===== src/rtl/dcache_arb.sv =====
// dcache_arb: round-robin arbiter that lets NUM_REQ threads share one data
// cache port. It handles one access at a time: segment range check, cache
// strobe, miss refill with timeout, replay after refill, and a one-cycle
// response to the thread that was granted.
module dcache_arb #(
  parameter int NUM_REQ      = 4,
  parameter int FILL_TIMEOUT = 64
) (
  input  logic                    clk,
  input  logic                    rst_n,
  input  logic [NUM_REQ-1:0]      req_valid,
  input  logic [NUM_REQ-1:0]      req_we,
  input  logic [NUM_REQ*20-1:0]   req_addr,
  input  logic [NUM_REQ*32-1:0]   req_wdata,
  output logic [NUM_REQ-1:0]      req_ready,
  output logic [NUM_REQ-1:0]      rsp_valid,
  output logic [31:0]             rsp_rdata,
  output logic                    rsp_fault,
  output logic [19:0]             c_addr,
  output logic [31:0]             c_wr_data,
  output logic                    c_wr_en,
  output logic                    c_rd_en,
  input  logic [31:0]             c_rd_data,
  input  logic                    c_miss,
  output logic                    fill_req,
  output logic [19:0]             fill_addr,
  input  logic                    fill_done
);

  localparam int PTR_W = (NUM_REQ > 1) ? $clog2(NUM_REQ) : 1;
  localparam int CNT_W = $clog2(FILL_TIMEOUT + 1);

  // Legal data segment; anything outside faults without touching the cache.
  localparam logic [19:0] SEG_LO = 20'h10200;
  localparam logic [19:0] SEG_HI = 20'h102FF;

  // Value of the FILL counter during the last FILL cycle before timeout.
  localparam logic [CNT_W-1:0] CNT_LAST = CNT_W'(FILL_TIMEOUT - 1);

  typedef enum logic [2:0] {
    IDLE  = 3'd0,
    ISSUE = 3'd1,
    CHECK = 3'd2,
    FILL  = 3'd3,
    RESP  = 3'd4
  } state_t;

  state_t             state;
  logic [PTR_W-1:0]   rr_ptr;
  logic [PTR_W-1:0]   gnt_idx;
  logic               cap_fault;
  logic [CNT_W-1:0]   fill_cnt;

  // Captured request payload (data path, not reset).
  logic               cap_we;
  logic [19:0]        cap_addr;
  logic [31:0]        cap_wdata;

  // Round-robin selection results.
  logic               pick_found;
  logic [PTR_W-1:0]   pick_idx;
  logic [PTR_W-1:0]   cand;
  logic [19:0]        pick_addr;
  logic               grant_now;

  function automatic logic in_segment(input logic [19:0] a);
    return (a >= SEG_LO) && (a <= SEG_HI);
  endfunction

  function automatic logic [NUM_REQ-1:0] onehot(input logic [PTR_W-1:0] idx);
    return NUM_REQ'(1) << idx;
  endfunction

  function automatic logic [PTR_W-1:0] ptr_after(input logic [PTR_W-1:0] idx);
    return (idx == PTR_W'(NUM_REQ - 1)) ? '0 : idx + 1'b1;
  endfunction

  // Pick the first valid requester at or after rr_ptr; scanning from the far
  // end backwards lets the nearest candidate overwrite the others.
  always_comb begin
    pick_found = 1'b0;
    pick_idx   = '0;
    cand       = '0;
    for (int i = NUM_REQ - 1; i >= 0; i--) begin
      cand = PTR_W'((int'(rr_ptr) + i) % NUM_REQ);
      if (req_valid[cand]) begin
        pick_found = 1'b1;
        pick_idx   = cand;
      end
    end
  end

  assign pick_addr = req_addr[int'(pick_idx)*20 +: 20];

  // A grant is made only from IDLE, and not in the cycle req_ready is
  // already showing the previous grant.
  assign grant_now = (state == IDLE) && (req_ready == '0) && pick_found;

  // Latch the granted thread's access; held until the next grant.
  always_ff @(posedge clk) begin
    if (grant_now) begin
      cap_we    <= req_we[pick_idx];
      cap_addr  <= pick_addr;
      cap_wdata <= req_wdata[int'(pick_idx)*32 +: 32];
    end
  end

  // Access sequencer: grant, range check, issue, hit/miss check, refill with
  // timeout, and response. All outputs are registered here.
  always_ff @(posedge clk or negedge rst_n) begin
    if (!rst_n) begin
      state     <= IDLE;
      rr_ptr    <= '0;
      gnt_idx   <= '0;
      cap_fault <= 1'b0;
      fill_cnt  <= '0;
      req_ready <= '0;
      rsp_valid <= '0;
      rsp_rdata <= '0;
      rsp_fault <= 1'b0;
      c_addr    <= '0;
      c_wr_data <= '0;
      c_wr_en   <= 1'b0;
      c_rd_en   <= 1'b0;
      fill_req  <= 1'b0;
      fill_addr <= '0;
    end else begin
      case (state)
        IDLE: begin
          if (req_ready != '0) begin
            // Grant cycle: the payload is now captured, dispatch it.
            req_ready <= '0;
            if (cap_fault) begin
              state     <= RESP;
              rsp_valid <= onehot(gnt_idx);
              rsp_fault <= 1'b1;
              rsp_rdata <= '0;
            end else begin
              state     <= ISSUE;
              c_addr    <= cap_addr;
              c_wr_data <= cap_wdata;
              c_wr_en   <= cap_we;
              c_rd_en   <= ~cap_we;
            end
          end else if (pick_found) begin
            req_ready <= onehot(pick_idx);
            gnt_idx   <= pick_idx;
            rr_ptr    <= ptr_after(pick_idx);
            cap_fault <= ~in_segment(pick_addr);
          end
        end

        ISSUE: begin
          // Strobe lasts exactly one cycle; miss/data come back in CHECK.
          state     <= CHECK;
          c_addr    <= '0;
          c_wr_data <= '0;
          c_wr_en   <= 1'b0;
          c_rd_en   <= 1'b0;
        end

        CHECK: begin
          if (!c_miss) begin
            state     <= RESP;
            rsp_valid <= onehot(gnt_idx);
            rsp_fault <= 1'b0;
            rsp_rdata <= cap_we ? 32'h0 : c_rd_data;
          end else begin
            state     <= FILL;
            fill_req  <= 1'b1;
            fill_addr <= cap_addr;
            fill_cnt  <= '0;
          end
        end

        FILL: begin
          if (fill_done) begin
            // Line is now resident: replay the same access.
            state     <= ISSUE;
            fill_req  <= 1'b0;
            fill_addr <= '0;
            c_addr    <= cap_addr;
            c_wr_data <= cap_wdata;
            c_wr_en   <= cap_we;
            c_rd_en   <= ~cap_we;
          end else if (fill_cnt == CNT_LAST) begin
            state     <= RESP;
            fill_req  <= 1'b0;
            fill_addr <= '0;
            rsp_valid <= onehot(gnt_idx);
            rsp_fault <= 1'b1;
            rsp_rdata <= '0;
          end else begin
            fill_cnt <= fill_cnt + 1'b1;
          end
        end

        RESP: begin
          state     <= IDLE;
          rsp_valid <= '0;
          rsp_fault <= 1'b0;
          rsp_rdata <= '0;
        end

        default: begin
          state <= IDLE;
        end
      endcase
    end
  end

endmodule


===== config.mk =====
export PLATFORM = sky130hd
export DESIGN_NAME = dcache_arb
export DESIGN_NICKNAME = d
export VERILOG_FILES = /design/src/rtl/dcache_arb.sv
export SDC_FILE = /design/constraint.sdc
export NUM_CORES = 1
export LEC_CHECK = 0
export ABC_AREA = 1
export BUFFER_PORTS_ARGS = -buffer_cell sky130_fd_sc_hd__clkbuf_2
export CORE_ASPECT_RATIO = 2
export CORE_MARGIN = 4
export CORE_UTILIZATION = 45
export CTS_CLUSTER_DIAMETER = 120
export DETAILED_ROUTE_END_ITERATION = 10
export PLACE_DENSITY = 0.76
export SLEW_MARGIN = 15
export SYNTH_ARGS = -nofsm -noshare
export SYNTH_HDL_FRONTEND = slang
export SYNTH_SLANG_ARGS = --single-unit

===== constraint.sdc =====
create_clock -name clk -period 3.1 [get_ports clk]
set_input_delay 0.62 -clock clk [delete_from_list [all_inputs] [get_ports clk]]
set_output_delay 0.62 -clock clk [all_outputs]
set_load 0.005 [all_outputs]

==> results of run 1 <==
[logic make-up (layout without fill, tap and decap cells)]
| logic type | after synthesis | in the layout | synth area share (%) |
|---|---|---|---|
| simple gates | 437 | 437 | 21.4 |
| compound gates | 214 | 214 | 15.2 |
| flops | 184 | 184 | 54.5 |
| buf+inv | 173 | 525 | 8.01 |
| fa+ha+maj | 5 | 5 | 0.700 |
| xor+xnor | 1 | 1 | 0.0980 |
| mux | 1 | 1 | 0.112 |
[flip-flops by register name, indices dropped and copies added, names as in the netlist]
name,cells
fill_addr,20
cap_wdata,32
req_ready,4
c_wr_en,1
state,3
cap_addr,20
c_addr,20
rsp_rdata,32
fill_req,1
gnt_idx,2
cap_fault,1
c_wr_data,32
cap_we,1
rsp_valid,4
fill_cnt,7
c_rd_en,1
rsp_fault,1
rr_ptr,2
[routing by layer]
metal / vias to the layer above / track usage, %
met5: - / 0
met4: 0 / 13.3
met3: 76 / 3.77
met2: 360 / 44.0
met1: 3977 / 26.7
li1: 4149 / -
[metrics by stage]
stage | hold WS, ps | worst slack, ps | total power, mW
global placement | 464 | 346 | 10.8
global route | 105 | 195 | 14.2
finish | 88.4 | 383 | 13.1
CTS | 89.6 | 361 | 13.3
detailed placement | 472 | 334 | 11.0
floorplan | 324 | 671 | 8.74
[where the power goes]
part           internal, mW  total, mW  switching [mW]
clock                  1.32       2.25           0.925
sequential             3.87       4.40           0.523
combinational          2.27       6.51            4.24
total                  7.46       13.1            5.69
[placed cells by master, fill, tap and decap left out, types with 2 or more instances in the layout]
| cell type | synthesis | routed |
|---|---|---|
| nor2_2 | 1 | 3 |
| a32oi_1 | 41 | 41 |
| nand2_4 | 1 | 2 |
| nor2_4 | 1 | 2 |
| ha_1 | 5 | 5 |
| nand3b_1 | 6 | 6 |
| nor4_1 | 2 | 2 |
| nand3_1 | 139 | 138 |
| a21oi_1 | 50 | 50 |
| nor3_1 | 4 | 4 |
| a22o_1 | 4 | 4 |
| nand3_2 | 1 | 2 |
| o21ai_1 | 16 | 16 |
| dfrtp_1 | 131 | 131 |
| buf_12 | 0 | 6 |
| o21ai_0 | 77 | 77 |
| nand2_2 | 3 | 3 |
| clkbuf_16 | 0 | 20 |
| clkinv_2 | 0 | 3 |
| nor3b_1 | 2 | 2 |
| a32o_1 | 20 | 20 |
| inv_1 | 95 | 95 |
| buf_4 | 3 | 18 |
| nand2_1 | 245 | 244 |
| clkinv_4 | 0 | 2 |
| edfxtp_1 | 53 | 53 |
| inv_2 | 7 | 7 |
| clkbuf_8 | 0 | 3 |
| nor2_1 | 28 | 25 |
| clkbuf_2 | 0 | 366 |
[layout make-up]
| class | instances | area share, % |
|---|---|---|
| flip-flops and latches | 184 | 41.6 |
| inverters | 102 | 3.27 |
| well taps | 259 | 2.77 |
| clock buffers | 24 | 4.66 |
| multi-input cells | 658 | 29.0 |
| repair buffers | 391 | 17.9 |
| clock inverters | 8 | 0.674 |
[worst min path at each step]
stage               slack, ps                   endpoint               startpoint  cells after the start
finish                     90     c_addr[18]$_DFFE_PN0P_                    rst_n                      1
global route              110     c_addr[18]$_DFFE_PN0P_                    rst_n                      1
CTS                        90     c_addr[18]$_DFFE_PN0P_                    rst_n                      1
detailed placement        470  c_wr_data[30]$_DFFE_PN0P_  cap_wdata[30]$_DFFE_PP_                      2
global placement          460   c_wr_data[7]$_DFFE_PN0P_   cap_wdata[7]$_DFFE_PP_                      2
floorplan                 320      c_addr[0]$_DFFE_PN0P_                    rst_n                      0
[worst register-to-register path: cells and delay by family (launching register included)]
| kind | cells | cell delay [ps] |
|---|---|---|
| flip-flops | 1 | 510 |
| AND/OR/NAND/NOR | 8 | 880 |
| buffers and inverters | 4 | 790 |
| AO/OA/AOI/OAI | 1 | 330 |
==> reports/qor.log, run 1 <==
INFO  sta            report.final.setup_viol=0
INFO  synthesis      synthesis.area_per_instance=8.81um^2
INFO  pwr            irDropWorstVdd=0.851mV
INFO  clocking       cts_hold_fix_bufs=0
INFO  outcome        run_status=completed
INFO  synthesis      syn_nets=1272
INFO  sta            grt_setup_unrepaired=no
INFO  setup_path     cp_delay_by_family_top=simple AND/OR/NAND/NOR gates
INFO  setup_path     regToRegEndpoint=cap_addr[2]$_DFFE_PP_
INFO  placement      place_inst=1594
INFO  setup_path     cp_data_arrival_time=2910ps
INFO  setup_path     cp_cell_sequence=inv_2 -> nand2_1 -> nand3_1 -> nand2_1 -> inv_2 -> nand2_1 -> nand2_1 -> nand2_2 -> nand2_4 -> inv_2 -> buf_12 -> nand2_1 -> a32oi_1
INFO  clocking       clock_tree_from_tritoncts=built
INFO  clocking       cts_repair_resize_count=0
INFO  clocking       tritoncts_num_sinks=184
INFO  die            core_region_area=19500um^2
INFO  finish         final.fill_count=1750
INFO  synthesis      synth_top_cell_area_share=36.7%
INFO  finish         post_route_cells_drive_above_1_share=32.5%
INFO  drt            ant_nets=0
INFO  clocking       worst_skew_pair.late_latency=430ps
INFO  finish         sequential_cell_area=4870um^2
INFO  synthesis      synth.top_cells.by_area=dfrtp_1, edfxtp_1, nand2_1
INFO  pwr            power.density=1120nW/um^2
INFO  sta            fin_setup_tns=0ps
INFO  setup_path     reg2reg_depth=13
INFO  synthesis      ys_seq_elements=184
INFO  setup_path     criticalPathCategory=reg2reg
INFO  drt            post-route-drc-count=0
INFO  synthesis      synthesis.yosys.warnings=0
INFO  global_routing largest_net_degree_at_the_start_of_global_routing=87
INFO  synthesis      ys_async_sr_fraction=71.2%
INFO  setup_path     termination_of_the_worst_setup_path=cap_addr[2]$_DFFE_PP_
INFO  job            drv.max_cap_violation_count=0
INFO  sta            timing.slew.headroom=44.2%
INFO  drt            highest-signal-layer=met4
INFO  pwr            pleak=6.04nW
INFO  sta            fin_crit=2720ps
INFO  drt            wl_met2=14.5mm
INFO  setup_path     cpPeakStageDelay=510ps
INFO  clocking       cts_buffers=17
INFO  sta            clock-skew-final=9.69ps
INFO  sta            clock.fmax=0.368GHz
INFO  sta            fin_crit_sh=87.6%
INFO  drt            vias_per_cell=5.27
INFO  synthesis      yosysSeqAreaShare=54.5%
INFO  synthesis      synth_area_leader_cell=dfrtp_1
INFO  finish         nNetsFinal=1611
INFO  placement      place.gp.congestion=0.891
INFO  synthesis      netlist_instances=1015
INFO  synthesis      synth_cell_type_count=40
INFO  worst_hold_path holdCritPathClass=in2async
INFO  synthesis      synth_flop_cell=dfrtp_1
INFO  setup_path     worstSetupEndpointType=register
INFO  setup_path     critPathLaunch=rr_ptr[0]$_DFFE_PN0P_
INFO  sta            timing_max_transition_violations_final=0
INFO  sta            hold_viol=0
INFO  global_routing grt_antenna_before_repair=0
INFO  synthesis      edff_count_synth=53
INFO  drt            met3WireLength=1.58mm
INFO  finish         antenna_cells=0
INFO  setup_path     critical_path_buf_inv_count=4
INFO  setup_path     timing.critical_path.fanout_max=56
INFO  drt            routed_wire_length_per_instance=16.9um
INFO  die            die_area=22300um^2
INFO  setup_path     cp_num_cells=13
INFO  synthesis      post-synth-top-count-cell=nand2_1
INFO  synthesis      synth.cell_area=8940um^2
INFO  setup_path     critical_path.most_common_cell=nand2_1
INFO  setup_path     startpoint_type=register
INFO  drt            firstDrtPassIters=5
INFO  clocking       cts.reportedPaths.clkPinSlew=70ps
INFO  placement      port-buffer-count=367
INFO  clocking       htree_num_levels=4
INFO  drt            drt-total-wl=27.5mm
INFO  setup_path     rr_startpoint=rr_ptr[0]$_DFFE_PN0P_
INFO  die            die_width=108um
INFO  die            floorplan.die.height=207um
INFO  setup_path     cp_data_required_time=3300ps
INFO  placement      dpl-instance-area=11100um^2
INFO  global_routing grt_overflow=0
INFO  finish         layout.cell_area.non_filler=11700um^2
INFO  setup_path     worst_path_max_delay_cell=dfrtp_1
INFO  clocking       cts_root_buf=clkbuf_16
INFO  finish         finalNonFillerCells=1626
INFO  synthesis      synth_common_cells=nand2_1, nand3_1, dfrtp_1, inv_1, o21ai_0
INFO  global_routing grt_use_total=24.4%
INFO  finish         flow.area_growth_from_synthesis=30.8%
INFO  die            rows=72
INFO  die            pin_count=368
INFO  sta            worst_pin_slew=837ps
INFO  finish         area_occupied_by_multi_input_gates=3400um^2
INFO  die            initial_core_util=45.9%
INFO  drt            vias=8562
INFO  placement      place.detailed.hpwl=21.1mm
INFO  global_routing grt_first_pass_wirelength=43.0mm
INFO  drt            dr.first_iter.drc_count=613
INFO  drt            m1WireLength=10.0mm
INFO  finish         layout.core_utilization=60.1%
INFO  clocking       cts.repair_timing.setup_buffer_count=0
INFO  clocking       cts_buffer_depth=2
INFO  global_routing first_global_vias=8516
INFO  setup_path     r2r_slack=380ps
Note: power is estimated with default switching activity, not from simulation.
==> inputs of run 2 (changes only) <==
--- a/config.mk
+++ b/config.mk
@@ -9,10 +9,10 @@
 export BUFFER_PORTS_ARGS = -buffer_cell sky130_fd_sc_hd__clkbuf_2
 export CORE_ASPECT_RATIO = 2
 export CORE_MARGIN = 4
-export CORE_UTILIZATION = 45
+export CORE_UTILIZATION = 40
 export CTS_CLUSTER_DIAMETER = 120
 export DETAILED_ROUTE_END_ITERATION = 10
-export PLACE_DENSITY = 0.76
+export PLACE_DENSITY = 0.68
 export SLEW_MARGIN = 15
 export SYNTH_ARGS = -nofsm -noshare
 export SYNTH_HDL_FRONTEND = slang
==> run 2 against run 1 <==
Against the previous run: largest cell class unchanged; combinational power increased by 0.8%; maximum frequency decreased by 2.0%; clock power decreased by 6%; wire length increased by 1.5%; design area decreased by 0.31%; flip-flop and latch count unchanged; register-to-register slack got worse by 60 ps.
==> reports/qor.log, run 2 (same netlist as run 1, synthesis figures left out) <==
INFO  sta            grt_setup_unrepaired=no
INFO  sta            timing.slew.headroom=30.5% [-14 points]
INFO  setup_path     timing.critical_path.fanout_max=50 [-11%]
INFO  sta            report.final.setup_viol=0 [unchanged]
INFO  setup_path     criticalPathCategory=reg2reg
INFO  clocking       cts.reportedPaths.clkPinSlew=70ps [about the same]
INFO  placement      place.gp.congestion=0.892 [+0.16%]
INFO  pwr            power.density=1120nW/um^2 [about the same]
INFO  setup_path     cp_data_arrival_time=3000ps [+90 ps]
INFO  sta            worst_pin_slew=1030ps [+198 ps]
INFO  sta            clock.fmax=0.361GHz [-2.0%]
INFO  clocking       worst_skew_pair.late_latency=430ps [about the same]
INFO  finish         nNetsFinal=1608 [-0.19%]
INFO  drt            vias=8469 [-1.1%]
INFO  setup_path     worst_path_max_delay_cell=dfrtp_1
INFO  die            floorplan.die.height=219um [+5.8%]
INFO  setup_path     cpPeakStageDelay=510ps [about the same]
INFO  die            core_region_area=22100um^2 [+13%]
INFO  setup_path     reg2reg_depth=13 [unchanged]
INFO  setup_path     cp_data_required_time=3320ps [+20 ps]
INFO  sta            fin_crit=2770ps [+56.5 ps]
INFO  setup_path     critical_path.most_common_cell=nand2_1
INFO  placement      place.detailed.hpwl=21.5mm [+1.7%]
INFO  pwr            pleak=6.01nW [-0.54%]
INFO  placement      port-buffer-count=367 [unchanged]
INFO  pwr            power_frac_clock=16.2% [-0.9 points]
INFO  global_routing grt_overflow=0 [unchanged]
INFO  placement      place_inst=1607 [+0.82%]
INFO  drt            routed_wire_length_per_instance=17.0um [+0.67%]
INFO  finish         reg_top3=c_wr_data x32, cap_wdata x32, rsp_rdata x32
INFO  drt            vias_per_cell=5.16 [-1.9%]
INFO  global_routing grt_first_pass_wirelength=42.7mm [-0.64%]
INFO  clocking       clock_tree_from_tritoncts=built
INFO  clocking       cts_root_buf=clkbuf_16
INFO  setup_path     regToRegEndpoint=cap_addr[4]$_DFFE_PP_
INFO  sta            hold_viol=0 [unchanged]
INFO  die            die_width=114um [+5.6%]
INFO  finish         final.fill_count=2105 [+20%]
INFO  global_routing grt_use_total=22.0% [-2.4 points]
INFO  pwr            comb_power_share=50.0% [+0.5 points]
INFO  setup_path     cp_delay_by_family_top=simple AND/OR/NAND/NOR gates
INFO  sta            fin_setup_tns=0ps [unchanged]
INFO  die            initial_core_util=40.5% [-5.4 points]
INFO  setup_path     startpoint_type=register
INFO  worst_hold_path holdCritPathClass=in2async
INFO  drt            ant_nets=0 [unchanged]
INFO  global_routing grt_antenna_before_repair=0 [unchanged]
INFO  finish         flow.area_growth_from_synthesis=30.4%
INFO  global_routing first_global_vias=8252 [-3.1%]
INFO  finish         most-common-layout-cells=clkbuf_2, nand2_1, nand3_1
INFO  pwr            internal_power=7.34mW [-1.6%]
INFO  finish         antenna_cells=0 [unchanged]
INFO  sta            timing_max_transition_violations_final=0 [unchanged]
INFO  setup_path     cp_cell_sequence=inv_2 -> nand2_1 -> nand3_1 -> nand2_1 -> inv_2 -> nand2_1 -> nand2_1 -> nand2_2 -> nand2_4 -> inv_2 -> buf_12 -> nand2_1 -> a32oi_1
INFO  job            drv.max_cap_violation_count=0 [unchanged]
INFO  setup_path     rr_startpoint=rr_ptr[0]$_DFFE_PN0P_
INFO  drt            drt-total-wl=28.0mm [+1.5%]
INFO  clocking       tritoncts_num_sinks=184 [unchanged]
INFO  clocking       cts_buffer_depth=2 [unchanged]
INFO  drt            dr.first_iter.drc_count=400 [-35%]
INFO  finish         post_route_cells_drive_above_1_share=32.2% [-0.30 points]
INFO  drt            firstDrtPassIters=5 [unchanged]
INFO  finish         most_frequent_standard_cell_in_the_layout_excluding_fill_and_tap_cells=clkbuf_2
INFO  setup_path     critPathLaunch=rr_ptr[0]$_DFFE_PN0P_
INFO  clocking       htree_num_levels=4 [unchanged]
INFO  sta            clock-skew-final=9.12ps [-0.568 ps]
INFO  sta            fin_crit_sh=89.5% [+1.8 points]
INFO  setup_path     critical_path_buf_inv_count=4 [unchanged]
INFO  finish         sequential_cell_area=4870um^2 [unchanged]
INFO  global_routing largest_net_degree_at_the_start_of_global_routing=87 [unchanged]
INFO  pwr            switching_share=44.0% [+0.73 points]
INFO  clocking       cts_buffers=17 [unchanged]
INFO  setup_path     r2r_slack=330ps [-60 ps]
INFO  finish         area_occupied_by_multi_input_gates=3400um^2 [unchanged]
INFO  pwr            share_seq_of_total_power=33.8% [+0.4 points]
INFO  die            pin_count=368 [unchanged]
INFO  drt            post-route-drc-count=0 [unchanged]
INFO  pwr            power.net_switching=5.76mW [+1.4%]
INFO  outcome        run_status=completed
INFO  die            die_area=24900um^2 [+12%]
INFO  die            rows=77 [+6.9%]
INFO  setup_path     worstSetupEndpointType=register
INFO  finish         finalNonFillerCells=1640 [+0.86%]
INFO  pwr            irDropWorstVdd=0.895mV [+5.2%]
[run 2: cell types whose count changed in the layout (fill, tap and decap cells not counted)]
| cell | previous run | this run |
|---|---|---|
| clkbuf_16 | 20 | 18 |
| clkbuf_8 | 3 | 2 |
| inv_4 | 0 | 1 |
| buf_4 | 18 | 13 |
| clkinv_4 | 2 | 3 |
| buf_6 | 1 | 2 |
| clkinv_2 | 3 | 2 |
| buf_8 | 0 | 1 |
| clkbuf_1 | 1 | 3 |
[run 2: power by group through the flow]
stage / sequential (mW) / combinational [mW] / clock (mW)
global placement: 4.45 / 6.49 / 0
CTS: 4.44 / 6.62 / 2.18
finish: 4.43 / 6.56 / 2.12
global route: 4.52 / 7.35 / 2.28
detailed placement: 4.47 / 6.61 / 0
floorplan: 4.33 / 4.41 / 0
[run 2: worst register-to-register path, delay by kind of cell (launching register included)]
| family | cells | cell delay (ps) |
|---|---|---|
| AO/OA/AOI/OAI | 1 | 300 |
| AND/OR/NAND/NOR | 8 | 900 |
| buffers and inverters | 4 | 850 |
| flip-flops | 1 | 510 |
[run 2: cell type report]
class	count	area share, %
clock buffer	23	4.20
sequential	184	41.8
inverter	102	3.28
clock inverter	9	0.762
multi-input combinational	658	29.1
timing repair buffer	388	17.9
tap	276	2.96
[run 2: routing by layer]
metal	part of all wire (%)	up-vias	routed length (um)	track usage (%)
met4	3.3	0	926	8.74
met5	0	-	0	0
li1	-	4148	-	-
met1	36	3941	10200	24.4
met3	6.2	51	1730	5.08
met2	54	329	15100	40.0
[run 2: per-stage QoR]
step | total power [mW] | util (%) | worst slack, ps | area [um^2] | hold slack (ps)
floorplan | 8.74 | - | 671 | 8940 | 324
global placement | 10.9 | 50.1 | 335 | 11100 | 456
detailed placement | 11.1 | 50.1 | 203 | 11100 | 470
CTS | 13.2 | 52.8 | 247 | 11600 | 165
global route | 14.2 | 52.8 | 92.3 | 11700 | 183
finish | 13.1 | 52.8 | 327 | 11700 | 159
[run 2: worst max path at each step]
stage | to | slack [ps] | depth (start not counted)
2_1_floorplan | cap_addr[0]$_DFFE_PP_ | 670 | 8
3_3_place_gp | cap_addr[4]$_DFFE_PP_ | 340 | 13
3_5_place_dp | c_wr_data[23]$_DFFE_PN0P_ | 200 | 6
4_1_cts | c_wr_data[23]$_DFFE_PN0P_ | 250 | 7
5_1_grt | cap_fault$_DFFE_PN0P_ | 90 | 12
6_report | cap_addr[4]$_DFFE_PP_ | 330 | 13
[run 2: timing repair]
| action | in CTS | in global routing |
|---|---|---|
| hold buffers | 0 | 0 |
| resized for setup | 0 | 1 |
| endpoints found under the hold margin | 0 | 0 |
| buffers inserted | 0 | 0 |
| endpoints found under the setup margin | 0 | 4 |
==> inputs of run 3 (changes only) <==
--- a/config.mk
+++ b/config.mk
@@ -5,14 +5,13 @@
 export SDC_FILE = /design/constraint.sdc
 export NUM_CORES = 1
 export LEC_CHECK = 0
-export ABC_AREA = 1
 export BUFFER_PORTS_ARGS = -buffer_cell sky130_fd_sc_hd__clkbuf_2
 export CORE_ASPECT_RATIO = 2
 export CORE_MARGIN = 4
 export CORE_UTILIZATION = 40
 export CTS_CLUSTER_DIAMETER = 120
 export DETAILED_ROUTE_END_ITERATION = 10
-export PLACE_DENSITY = 0.68
+export PLACE_DENSITY = 0.69
 export SLEW_MARGIN = 15
 export SYNTH_ARGS = -nofsm -noshare
 export SYNTH_HDL_FRONTEND = slang
==> run 3 against run 2 <==
Against the previous run: design area fell by 2.5%; global-route usage rose by 1.2 points; register-to-register slack barely moved; first-iteration DRC count rose by 16%; count of clock-buffer cells in the layout fell by 3; flip-flop and latch count did not move; setup slack got worse by 8.1 ps; clock skew fell by 0.91 ps; synthesized cell count fell by 5.9%; critical path type unchanged; largest power group is now sequential cells.
==> reports/qor.log, run 3 <==
INFO  global_routing grt_most_used_layer=met2
INFO  global_routing gr-usage-met1=26.7% [+2.3 points]
INFO  synthesis      synthesis.yosys.warnings=0 [unchanged]
INFO  clocking       cts_root_buf=clkbuf_16
INFO  clocking       cts.reportedPaths.clkPinSlew=70ps [about the same]
INFO  finish         post_route_cells_drive_above_1_share=33.1% [+0.92 points]
INFO  die            floorplan.die.height=215um [-1.8%]
INFO  sta            worst_pin_slew=903ps [-132 ps]
INFO  outcome        run_status=completed
INFO  setup_path     cp_data_required_time=3370ps [+50 ps]
INFO  setup_path     timing.critical_path.fanout_max=61 [+22%]
INFO  clocking       htree_num_levels=4 [unchanged]
INFO  sta            setup_slack=319ps [-8.05 ps]
INFO  synthesis      netlist_instances=955 [-5.9%]
INFO  clocking       cts.repair_timing.setup_buffer_count=0 [unchanged]
INFO  clocking       tritoncts_num_sinks=184 [unchanged]
INFO  drt            ant_nets=0 [unchanged]
INFO  drt            firstDrtPassIters=5 [unchanged]
INFO  die            die_width=112um [-1.7%]
INFO  global_routing grt_antenna_before_repair=2 [+2]
INFO  finish         layout.core_utilization=53.8% [+0.99 points]
INFO  synthesis      yosysSeqAreaShare=56.6% [+2.1 points]
INFO  sta            grt_setup_unrepaired=no
INFO  finish         sequential_cell_area=4870um^2 [unchanged]
INFO  die            pin_count=368 [unchanged]
INFO  sta            fin_crit=2780ps [+8.05 ps]
INFO  drt            routed_wire_length_per_instance=17.9um [+5.3%]
INFO  global_routing largest_net_degree_at_the_start_of_global_routing=94 [+8.0%]
INFO  synthesis      synth_cell_type_count=46 [+15%]
INFO  setup_path     startpoint_type=register
INFO  placement      place.gp.congestion=0.935 [+4.8%]
INFO  synthesis      synth_common_cells=nand2_1, dfrtp_1, o21ai_0, edfxtp_1, clkbuf_1
INFO  finish         final.fill_count=2019 [-4.1%]
INFO  synthesis      synth.top_cells.by_area=dfrtp_1, edfxtp_1, nand2_1
INFO  pwr            power.density=888nW/um^2 [-21%]
INFO  synthesis      post-synth-top-count-cell=nand2_1
INFO  finish         area_occupied_by_multi_input_gates=3450um^2 [+1.7%]
INFO  sta            hold_viol=0 [unchanged]
INFO  synthesis      syn_nets=1212 [-4.7%]
INFO  synthesis      synth_top_cell_area_share=38.1% [+1.4 points]
INFO  synthesis      synth_area_leader_cell=dfrtp_1
INFO  synthesis      edff_count_synth=53 [unchanged]
INFO  clocking       cts_repair_resize_count=0 [unchanged]
INFO  synthesis      synth_flop_cell=dfrtp_1
INFO  global_routing grt_use_total=23.2% [+1.2 points]
INFO  clocking       cts_buffer_depth=2 [unchanged]
INFO  synthesis      ys_async_sr_fraction=71.2% [unchanged]
INFO  sta            fin_setup_tns=0ps [unchanged]
INFO  finish         most-common-layout-cells=nand2_1, clkbuf_2, dfrtp_1
INFO  clocking       worst_skew_pair.late_latency=430ps [about the same]
INFO  sta            clock-skew-final=8.21ps [-0.907 ps]
INFO  sta            report.final.setup_viol=0 [unchanged]
INFO  drt            dr.first_iter.drc_count=465 [+16%]
INFO  global_routing grt.met2_usage=40.3% [+0.26 points]
INFO  die            core_region_area=21100um^2 [-4.3%]
INFO  clocking       clock_tree_from_tritoncts=built
INFO  clocking       cts_hold_fix_bufs=0 [unchanged]
INFO  sta            clock.fmax=0.360GHz [-0.29%]
INFO  setup_path     cp_data_arrival_time=3060ps [+60 ps]
INFO  finish         nNetsFinal=1546 [-3.9%]
INFO  placement      place.detailed.hpwl=21.6mm [+0.50%]
INFO  pwr            irDropWorstVdd=0.462mV [-48%]
INFO  drt            vias=8009 [-5.4%]
INFO  sta            timing_max_transition_violations_final=0 [unchanged]
INFO  setup_path     worstSetupEndpointType=register
INFO  global_routing grt_overflow=0 [unchanged]
INFO  placement      preCtsSetupSlack=162ps [-40.9 ps]
INFO  finish         flow.area_growth_from_synthesis=32.1%
INFO  clocking       cts_buffers=17 [unchanged]
INFO  finish         most_frequent_standard_cell_in_the_layout_excluding_fill_and_tap_cells=nand2_1
INFO  die            initial_core_util=40.8% [+0.25 points]
INFO  placement      port-buffer-count=367 [unchanged]
INFO  synthesis      synth.cell_area=8610um^2 [-3.7%]
INFO  drt            vias_per_cell=5.09 [-1.4%]
INFO  synthesis      ys_seq_elements=184 [unchanged]
INFO  worst_hold_path holdCritPathClass=in2async
INFO  global_routing grtUsageMet3=3.95% [-1.1 points]
INFO  die            die_area=24100um^2 [-3.5%]
INFO  global_routing grt_first_pass_wirelength=43.6mm [+2.2%]
INFO  drt            drt-total-wl=28.2mm [+0.96%]
INFO  synthesis      synthesis.area_per_instance=9.01um^2 [+2.3%]
INFO  setup_path     criticalPathCategory=reg2reg
INFO  sta            fin_crit_sh=89.7% [+0.26 points]
INFO  job            drv.max_cap_violation_count=0 [unchanged]
INFO  drt            post-route-drc-count=0 [unchanged]
INFO  die            rows=75 [-2.6%]
INFO  sta            timing.slew.headroom=39.8% [+9.3 points]
INFO  pwr            pleak=5.84nW [-2.8%]
INFO  global_routing first_global_vias=7899 [-4.3%]
INFO  finish         reg_top3=c_wr_data x32, cap_wdata x32, rsp_rdata x32
-- run 3: power by group --
group / switching [mW] / internal, mW / total (mW)
Clock: 0.949 / 1.39 / 2.34
Sequential: 0.547 / 3.66 / 4.21
Combinational: 2.20 / 1.35 / 3.55
Total: 3.70 / 6.40 / 10.1
-- run 3: area by class of cell --
type,instances,share of cell area [%]
tap,269,2.96
clock buffer,20,3.93
sequential,184,42.8
inverter,7,0.242
antenna,2,0.0440
timing repair buffer,385,18.0
clock inverter,12,1.64
multi-input combinational,694,30.4
-- run 3: per-stage QoR --
stage / hold slack (ps) / cells / area, um^2 / power (mW)
finish: 137 / 1573 / 11400 / 10.1
global route: 165 / 1573 / 11400 / 10.8
CTS: 131 / 1571 / 11400 / 10.2
detailed placement: 469 / 1539 / 10700 / 7.88
global placement: 460 / 1539 / 10700 / 7.77
floorplan: 324 / 955 / 8610 / 6.20
-- run 3: per-layer routing --
metal | routed length [um] | vias up
met2 | 14600 | 315
met1 | 10600 | 3686
met3 | 1500 | 63
li1 | - | 3945
met5 | 0 | -
met4 | 1550 | 0
-- run 3: critical path, cell delays in order (launching register included) --
cell and delay [ps]:
dfrtp_1 450, nand2b_1 190, a21oi_1 720, nor2_4 70
inv_2 400, buf_12 310, nand2_1 100, and3_1 190
a31oi_1 160
-- run 3: logic make-up after synthesis --
group           after synthesis  synth area share (%)
compound gates              213                  15.2
xor+xnor                      5                 0.509
fa+ha+maj                     5                 0.727
buf+inv                      77                  3.69
flops                       184                  56.6
mux                           7                 0.814
simple gates                464                  22.4
-- run 3: final timing paths --
check                      cells past startpoint  slack (ps)                   endpoint                 startpoint
min                                            1         140   c_wr_data[9]$_DFFE_PN0P_                      rst_n
min in group clk                               3         400  rsp_rdata[18]$_DFFE_PN0P_              c_rd_data[18]
max reg2reg                                    8         320    cap_wdata[20]$_DFFE_PP_      rr_ptr[1]$_DFFE_PN0P_
max                                            8         320    cap_wdata[20]$_DFFE_PP_      rr_ptr[1]$_DFFE_PN0P_
min reg2reg                                    2         480  c_wr_data[31]$_DFFE_PN0P_  c_wr_data[31]$_DFFE_PN0P_
max in group asynchronous                      2        2280   rsp_rdata[7]$_DFFE_PN0P_                      rst_n
